[config.mk]
export PLATFORM = sky130hd
export DESIGN_NAME = mem_issue_ctrl
export DESIGN_NICKNAME = d
export VERILOG_FILES = /design/src/rtl/mem_pkg.sv /design/src/rtl/mem_align.sv /design/src/rtl/mem_issue_ctrl.sv
export SDC_FILE = /design/constraint.sdc
export NUM_CORES = 1
export LEC_CHECK = 0
export CAP_MARGIN = 30
export CORE_UTILIZATION = 44
export DETAILED_ROUTE_END_ITERATION = 7
export MAX_ROUTING_LAYER = met4
export PLACE_DENSITY = 0.81
export SYNTH_ARGS = -nofsm -noshare
export SYNTH_HDL_FRONTEND = slang
export SYNTH_SLANG_ARGS = --single-unit
[constraint.sdc]
create_clock -name clk -period 2 [get_ports clk]
set_input_delay 0.4 -clock clk [delete_from_list [all_inputs] [get_ports clk]]
set_output_delay 0.4 -clock clk [all_outputs]
set_load 0.005 [all_outputs]
[src/rtl/mem_pkg.sv]
// Shared types for the memory issue controller: bus sizes, FSM states,
// latched request and response records.
package mem_pkg;

    typedef logic [31:0] word_t;

    localparam int unsigned PREG_W = 6;
    typedef logic [PREG_W-1:0] preg_addr_t;

    typedef enum logic [1:0] {
        SZ_BYTE = 2'd0,
        SZ_HALF = 2'd1,
        SZ_WORD = 2'd2
    } mem_size_t;

    typedef enum logic [2:0] {
        S_IDLE,
        S_REQ,
        S_WAIT,
        S_RESP,
        S_DRAIN
    } mem_state_t;

    typedef struct packed {
        logic       write;
        mem_size_t  size;
        logic       is_unsigned;
        word_t      addr;
        word_t      wdata;
        preg_addr_t preg;
    } mem_req_t;

    typedef struct packed {
        word_t      data;
        preg_addr_t preg;
        logic       adel;
        logic       ades;
    } mem_resp_t;

    // Raw size code 3 is illegal and handled as a word access.
    function automatic mem_size_t decode_size(input logic [1:0] raw);
        return (raw == 2'd3) ? SZ_WORD : mem_size_t'(raw);
    endfunction

endpackage

[src/rtl/mem_align.sv]
// Combinational data alignment: store lane replication and misalignment
// check on the issuing request, load lane extraction and extension on the
// bus return data of the in-flight request.
module mem_align
    import mem_pkg::*;
(
    input  mem_size_t   iss_size,
    input  word_t       iss_addr,
    input  word_t       iss_wdata,
    output word_t       bus_wdata,
    output logic        misaligned,
    input  mem_size_t   ld_size,
    input  logic        ld_unsigned,
    input  logic [1:0]  ld_offset,
    input  word_t       ld_rdata,
    output word_t       ld_data
);

    logic [7:0]  ld_byte;
    logic [15:0] ld_half;

    // Replicate store data across the lanes and flag unaligned addresses
    always_comb begin
        bus_wdata  = iss_wdata;
        misaligned = 1'b0;
        unique case (iss_size)
            SZ_BYTE: begin
                bus_wdata = {4{iss_wdata[7:0]}};
            end
            SZ_HALF: begin
                bus_wdata  = {2{iss_wdata[15:0]}};
                misaligned = iss_addr[0];
            end
            default: begin
                bus_wdata  = iss_wdata;
                misaligned = (iss_addr[1:0] != 2'b00);
            end
        endcase
    end

    // Pick the addressed lane from return data and sign/zero-extend it
    always_comb begin
        ld_byte = ld_rdata[7:0];
        ld_half = ld_offset[1] ? ld_rdata[31:16] : ld_rdata[15:0];
        unique case (ld_offset)
            2'd0: ld_byte = ld_rdata[7:0];
            2'd1: ld_byte = ld_rdata[15:8];
            2'd2: ld_byte = ld_rdata[23:16];
            default: ld_byte = ld_rdata[31:24];
        endcase
        unique case (ld_size)
            SZ_BYTE: ld_data = {{24{~ld_unsigned & ld_byte[7]}}, ld_byte};
            SZ_HALF: ld_data = {{16{~ld_unsigned & ld_half[15]}}, ld_half};
            default: ld_data = ld_rdata;
        endcase
    end

endmodule

[src/rtl/mem_issue_ctrl.sv]
// Memory-access controller: accepts one memory op from issue, runs the
// SRAM-like req/addr_ok/data_ok handshake, and returns one tagged response
// per op. A flush withdraws an unaccepted request or drains an accepted one.
module mem_issue_ctrl
    import mem_pkg::*;
(
    input  logic       clk,
    input  logic       resetn,
    input  logic       flush,
    input  logic       mem_issued,
    input  logic       req_write,
    input  logic [1:0] req_size,
    input  logic       req_unsigned,
    input  word_t      req_addr,
    input  word_t      req_wdata,
    input  preg_addr_t req_preg,
    output logic       wait_mem,
    output logic       data_req,
    output logic       data_wr,
    output logic [1:0] data_size,
    output word_t      data_addr,
    output word_t      data_wdata,
    input  logic       data_addr_ok,
    input  logic       data_ok,
    input  word_t      data_rdata,
    output logic       resp_valid,
    output word_t      resp_data,
    output preg_addr_t resp_preg,
    output logic       resp_adel,
    output logic       resp_ades
);

    mem_state_t state, state_nx;
    mem_req_t   cur;
    mem_resp_t  resp_q;
    mem_size_t  iss_size;
    word_t      iss_wdata_rep;
    word_t      ld_data;
    logic       iss_misaligned;
    logic       accept;
    logic       bus_done;

    assign iss_size = decode_size(req_size);

    mem_align u_align (
        .iss_size    (iss_size),
        .iss_addr    (req_addr),
        .iss_wdata   (req_wdata),
        .bus_wdata   (iss_wdata_rep),
        .misaligned  (iss_misaligned),
        .ld_size     (cur.size),
        .ld_unsigned (cur.is_unsigned),
        .ld_offset   (cur.addr[1:0]),
        .ld_rdata    (data_rdata),
        .ld_data     (ld_data)
    );

    // FSM state register
    always_ff @(posedge clk or negedge resetn) begin
        if (!resetn) begin
            state <= S_IDLE;
        end else begin
            state <= state_nx;
        end
    end

    // Next state, handshake decode, back-pressure and response strobe
    always_comb begin
        state_nx   = state;
        accept     = 1'b0;
        bus_done   = 1'b0;
        resp_valid = 1'b0;
        wait_mem   = mem_issued | (state != S_IDLE);
        unique case (state)
            S_IDLE: begin
                if (mem_issued && !flush) begin
                    accept   = 1'b1;
                    state_nx = iss_misaligned ? S_RESP : S_REQ;
                end
            end
            S_REQ: begin
                // An accepted request whose data also returns this cycle
                // has nothing left to drain.
                if (flush) begin
                    state_nx = (data_addr_ok && !data_ok) ? S_DRAIN : S_IDLE;
                end else if (data_addr_ok) begin
                    bus_done = data_ok;
                    state_nx = data_ok ? S_RESP : S_WAIT;
                end
            end
            S_WAIT: begin
                if (flush) begin
                    state_nx = data_ok ? S_IDLE : S_DRAIN;
                end else if (data_ok) begin
                    bus_done = 1'b1;
                    state_nx = S_RESP;
                end
            end
            S_RESP: begin
                resp_valid = !flush;
                state_nx   = S_IDLE;
            end
            S_DRAIN: begin
                if (data_ok) begin
                    state_nx = S_IDLE;
                end
            end
            default: begin
                state_nx = S_IDLE;
            end
        endcase
    end

    // Latch the accepted request for load alignment and store detection
    always_ff @(posedge clk or negedge resetn) begin
        if (!resetn) begin
            cur <= '0;
        end else if (accept) begin
            cur.write       <= req_write;
            cur.size        <= iss_size;
            cur.is_unsigned <= req_unsigned;
            cur.addr        <= req_addr;
            cur.wdata       <= req_wdata;
            cur.preg        <= req_preg;
        end
    end

    // Bus request registers: payload loaded at issue, request follows FSM
    always_ff @(posedge clk or negedge resetn) begin
        if (!resetn) begin
            data_req   <= 1'b0;
            data_wr    <= 1'b0;
            data_size  <= '0;
            data_addr  <= '0;
            data_wdata <= '0;
        end else begin
            data_req <= (state_nx == S_REQ);
            if (accept) begin
                data_wr    <= req_write;
                data_size  <= iss_size;
                data_addr  <= req_addr;
                data_wdata <= iss_wdata_rep;
            end
        end
    end

    // Response record: exception info at issue, load data at completion
    always_ff @(posedge clk or negedge resetn) begin
        if (!resetn) begin
            resp_q <= '0;
        end else if (accept) begin
            resp_q.preg <= req_preg;
            resp_q.adel <= iss_misaligned & ~req_write;
            resp_q.ades <= iss_misaligned & req_write;
            resp_q.data <= iss_misaligned ? req_addr : '0;
        end else if (bus_done) begin
            resp_q.data <= cur.write ? '0 : ld_data;
        end
    end

    assign resp_data = resp_q.data;
    assign resp_preg = resp_q.preg;
    assign resp_adel = resp_q.adel;
    assign resp_ades = resp_q.ades;

endmodule
; Word-level counts from Yosys, hierarchy flattened
; Cells that the tools add are included.
[classes]
eq_ne = 10
mux = 29
bitwise = 7
reduce_logical = 11
[ops]
columns = operator, count
row1 = $mux 32, 4
row2 = $pmux 32 s2, 2
row3 = $mux 3, 8
row4 = $pmux 8 s3, 1
row5 = $mux 16, 1
row6 = $pmux 3 s4, 1
row7 = $mux 1, 8
row8 = $eq 2x1->1 const B, 3
row9 = $eq 3x1->1 const B, 2
row10 = $eq 3x2->1 const B, 2
row11 = $logic_not 2->1, 3
row12 = $and 1x1->1, 4
row13 = $eq 2x2->1 const B, 2
row14 = $mux 2, 2
row15 = $pmux 1 s2, 2
row16 = $reduce_bool 2->1, 2
row17 = $eq 3x3->1 const B, 1
row18 = $logic_not 3->1, 1
row19 = $reduce_bool 3->1, 1
row20 = $logic_and 1x1->1, 2
row21 = $logic_not 1->1, 2
row22 = $not 1->1, 2
row23 = $or 1x1->1, 1
[word_totals]
regBits = 112
inputBits = 112
out_inout_bits = 110
elab_cells = 68

; Logic depth before layout (Yosys ltp)
[depth]
ltp_word = 8
mapped_depth = 8
depth_no_buf = 4

; Hierarchy
; Synthesis repeated with hierarchy kept, for this count alone.
[unflattened]
cells_unflattened = 680
area_unflattened_um2 = 6002.0
[modules_own_cells]
columns = module, instances, cells_per_inst, area_each_um2, seq_area_each_um2
row1 = mem_issue_ctrl, 1, 492, 4813.4, 2802.7
row2 = mem_align, 1, 188, 1188.6, 0.0

; Least setup slack after synthesis
; Ideal clock, no wire load.
[synth_path]
path_type = reg-to-reg
startpoint = register state[1]
endpoint = register resp_q (netlist bit resp_data[22])
setup_ps = 126
t_arrival_ps = 1565
t_required_ps = 1874
path_slack_ps = 309
stages_incl_launch_ff = 8
n_path_buf = 3
synth_period_minus_slack_ps = 1691
cell_sequence = dfrtp_1 buf_6 and3b_1 o211ai_2 buf_6 a31oi_2 buf_6 a221oi_2
[synth_between]
elab_chain_len = 3
word_cells_on_any_way = 7
classes_between = eq/ne (2) / mux (3) / reduce/logical (2)
[synth_lines]
columns = item, line_no
row1 = from (decl), mem_issue_ctrl.sv:33  ; mem_state_t state, state_nx;
row2 = from (signal assigned), mem_issue_ctrl.sv:63  ; state <= state_nx;
row3 = $eq 3x2->1 (tied with other cells), mem_issue_ctrl.sv:74  ; unique case (state)
row4 = $pmux 1 s2 or $mux 1 (tied branches), mem_issue_ctrl.sv:74
row5 = $reduce_bool 2->1 (no line) or $mux 32 (tied branches), -
row6 = to (decl), mem_issue_ctrl.sv:35  ; mem_resp_t resp_q;
; Parallel ways exist; a longest one is shown, timed or not.
; A chain may end at the register's enable or synchronous reset.

; Final worst setup path
[layout_path]
startpoint = register state[1]
endpoint = output port wait_mem
[layout_between]
elab_chain_len = 2
[layout_lines]
columns = item, line_no
row1 = $reduce_bool 3->1, mem_issue_ctrl.sv:73  ; wait_mem = mem_issued | (state != S_IDLE);
row2 = $or 1x1->1, mem_issue_ctrl.sv:73
row3 = to (decl), mem_issue_ctrl.sv:17  ; output logic wait_mem,
; Every way passes these cells.

==> summary.txt <==
Critical path's largest stage delay - 0.45 ns
Buffers on Ports - 221
Main synth FF type - dfrtp_1
Worst Hold Launch - data_wdata[7]
Die Y - 116 um
CP Class - register to output pin
Sink Count - 112
Worst vdd ir - 0.578 mV
Fmax - 511 MHz
GPL Wtd Cong - 0.930
Worst-Skew Late Latency - 0.36 ns
Leak - 3.96 nW
Sw Pwr - 3.20 mW
Worst Hold Depth - 2
CTS tree - done
Yosys warns - 0
Final setup violation count - 0
CP max-delay cell - dfrtp_2
Largest net degree at the start of global routing - 69
Netlist Area Pre-Place - 5710 sq um
GRT Resource Usage Total - 0.295
PD cells - 1140 nW/um^2
Synth Net Count - 728
Max-cap violations - 0
Met3 wire length - 1.65 mm
Crit path required time - 1.60 ns
Post-route ant nets - 0
FF-to-FF Start - state[0]
Max H-tree Level - 3
Outcome - finished clean
Layout net count - 968
Hold_ws - 0.478 ns
Area growth from synthesis to final layout - 54.1%
Startpoint types - register
Critical-path cell list - nor3_2 > nand2b_1 > clkdlybuf4s50_1
Vias per cell - 5.39
Layout Cells excl Fill - 1034
RSZ-0062 raised after global routing - true
Top-level I/O count - 222
DP Wirelength - 14.4 mm
Final worst-path cycle share - 0.978
First-pass DRT Iterations - 6
Sequential share of power - 0.371
Post-synth cell types - 45
DP Area - 8380 sq um
DRC violations left - 0
Int Pwr - 6.79 mW
Power Total - 9.99 mW
Hold Path End - data_wdata[7]
Synth Register Bits - 112
CP Launch Point - state[1]
GR Overflow Total - 0
Global-route wire length before repair - 28.8 mm
Hold crit path type - register to register
WL met2 - 9.06 mm
Clock share of power - 0.197
Met1 Wirelength - 7.60 mm
Count leader, synth - nand2_1
Commonest cells in the netlist - nand2_1 (193), dfrtp_1 (112), o21ai_0 (39)
Starting DRT DRC Count - 336
Mapped Avg Cell Area - 9.27 sq um
Final Hold Fails - 0
Starting Density - 0.453
Reg2Reg Depth - 5
DR vias - 5578
Synth area leader - dfrtp_1
Max FO, Critical Path - 6
Reg-to-Reg End - resp_data[20]
Net Sw Frac - 0.321
Synth area leaders - dfrtp_1 (49%), nand2_1 (13%), mux2i_1 (4.6%)
Site Rows - 41
Top cell type's share of synthesized area - 0.491
Core area - 12600 sq um
Routed len/inst - 18.3 um
Vias in the first global route - 5457
Highest routed layer - met4
Clock tree buffer depth - 2
Final Skew - 0.00876 ns
Worst setup EP type - output pin
Final wirelength - 18.9 mm
Die area - 13400 sq um
Post-synth ARST share - 1.00
Sequential cell area fraction in the yosys report - 0.491
Root cell of the clock tree - clkbuf_16
Worst Max-Slew Pin Slew - 0.524 ns
Pins Over Slew Limit - 0
Chip Width - 116 um
Final instance area - 8800 sq um
Data arrival, critical path - 1.56 ns
Reg2reg setup slack - 0.14 ns
Initial antenna violation count - 1
Clock-pin slew on the worst setup and hold paths - 0.07 ns
Worst rel slew slack - 0.650
Filler cell count - 1006
Synth Instances - 616
Final setup TNS - 0 ns
Share of post-route cells with drive strength above 1 - 0.131
Logic pwr share - 0.433
Final critical-path required period - 1.96 ns
Inst Count DP - 1012
CTS Buf Count - 9
Post-synth EDFFs - 0
[through the flow]
| stage | setup WS (ns) | util |
|---|---|---|
| floorplan | 0.309 | - |
| global placement | -0.330 | 0.664 |
| detailed placement | -0.422 | 0.664 |
| CTS | 0.00336 | 0.692 |
| global route | -0.0321 | 0.697 |
| finish | 0.0445 | 0.697 |
[placed cells by master (no fill, tap or decap), drive strengths merged, types with 2 or more instances in the layout]
| master | n |
|---|---|
| a211oi | 2 |
| a21boi | 8 |
| a21o | 2 |
| a21oi | 28 |
| a221oi | 24 |
| a2bb2oi | 9 |
| a31oi | 3 |
| a32oi | 14 |
| and3b | 2 |
| buf | 53 |
| bufinv | 2 |
| clkbuf | 9 |
| clkdlybuf4s50 | 217 |
| clkinv | 2 |
| clkinvlp | 2 |
| dfrtp | 112 |
| dlygate4sd2 | 2 |
| dlymetal6s2s | 2 |
| inv | 20 |
| mux2 | 15 |
| mux2i | 26 |
| nand2 | 195 |
| nand2b | 19 |
| nand3 | 2 |
| nor2 | 14 |
| nor2b | 6 |
| nor3 | 10 |
| nor4 | 2 |
| o21ai | 39 |
| o221ai | 7 |
[power groups by stage]
stage	combinational, mW	sequential, mW	clock, mW
after floorplan	1.68	3.66	0
after global placement	4.17	3.69	0
after detailed placement	4.27	3.73	0
after CTS	4.29	3.71	2.00
after global routing	4.69	3.80	2.11
final	4.32	3.70	1.97
[sequential cells by signal (all words and copies together), names as in the netlist]
register	count
cur	1
data_addr	32
data_wr	1
resp_ades	1
data_size	2
resp_preg	6
resp_data	32
data_req	1
resp_adel	1
data_wdata	32
state	3
[kinds of logic after synthesis]
kind of cell | count (synthesis) | share of synthesized area
AO/OA/AOI/OAI | 143 | 0.189
buffers and inverters | 65 | 0.0552
flip-flops | 112 | 0.491
multiplexers | 41 | 0.0751
AND/OR/NAND/NOR | 255 | 0.190
[area by class of cell]
cell class                 instances  area, sq um  area share
sequential                       112         2810       0.319
timing repair buffer             275         2770       0.314
multi-input combinational        439         2620       0.297
clock buffer                       9          225      0.0256
tap                              172          215      0.0245
clock inverter                     7         93.8      0.0107
inverter                          19         71.3     0.00810
antenna                            1         2.50    0.000284
[metal layers]
metal	track usage	vias up
met5	-	-
met4	0.134	0
met3	0.0764	40
met2	0.471	264
met1	0.349	2664
li1	-	2610
[worst max path at each step]
stage | to | slack [ns] | cells past startpoint
4_1_cts | resp_valid | 0.003 | 3
2_1_floorplan | resp_data[22] | 0.31 | 7
3_3_place_gp | resp_data[16] | -0.33 | 5
3_5_place_dp | resp_data[20] | -0.42 | 5
5_1_grt | wait_mem | -0.03 | 3
6_report | wait_mem | 0.04 | 3
[what timing repair did]
item	in CTS	in global routing
hold endpoints to repair	30	0
endpoints found under the setup margin	19	3
buffers inserted	1	3
hold buffers	1	0
pin swaps	1	1
gates cloned	0	0
resized for setup	10	3
[critical path: cells and delay by family (launching register included)]
kind                   cells  cell delay [ns]
flip-flops                 1             0.45
AND/OR/NAND/NOR            2             0.30
buffers and inverters      1             0.44
No activity file was read; power rests on OpenSTA's default activity.
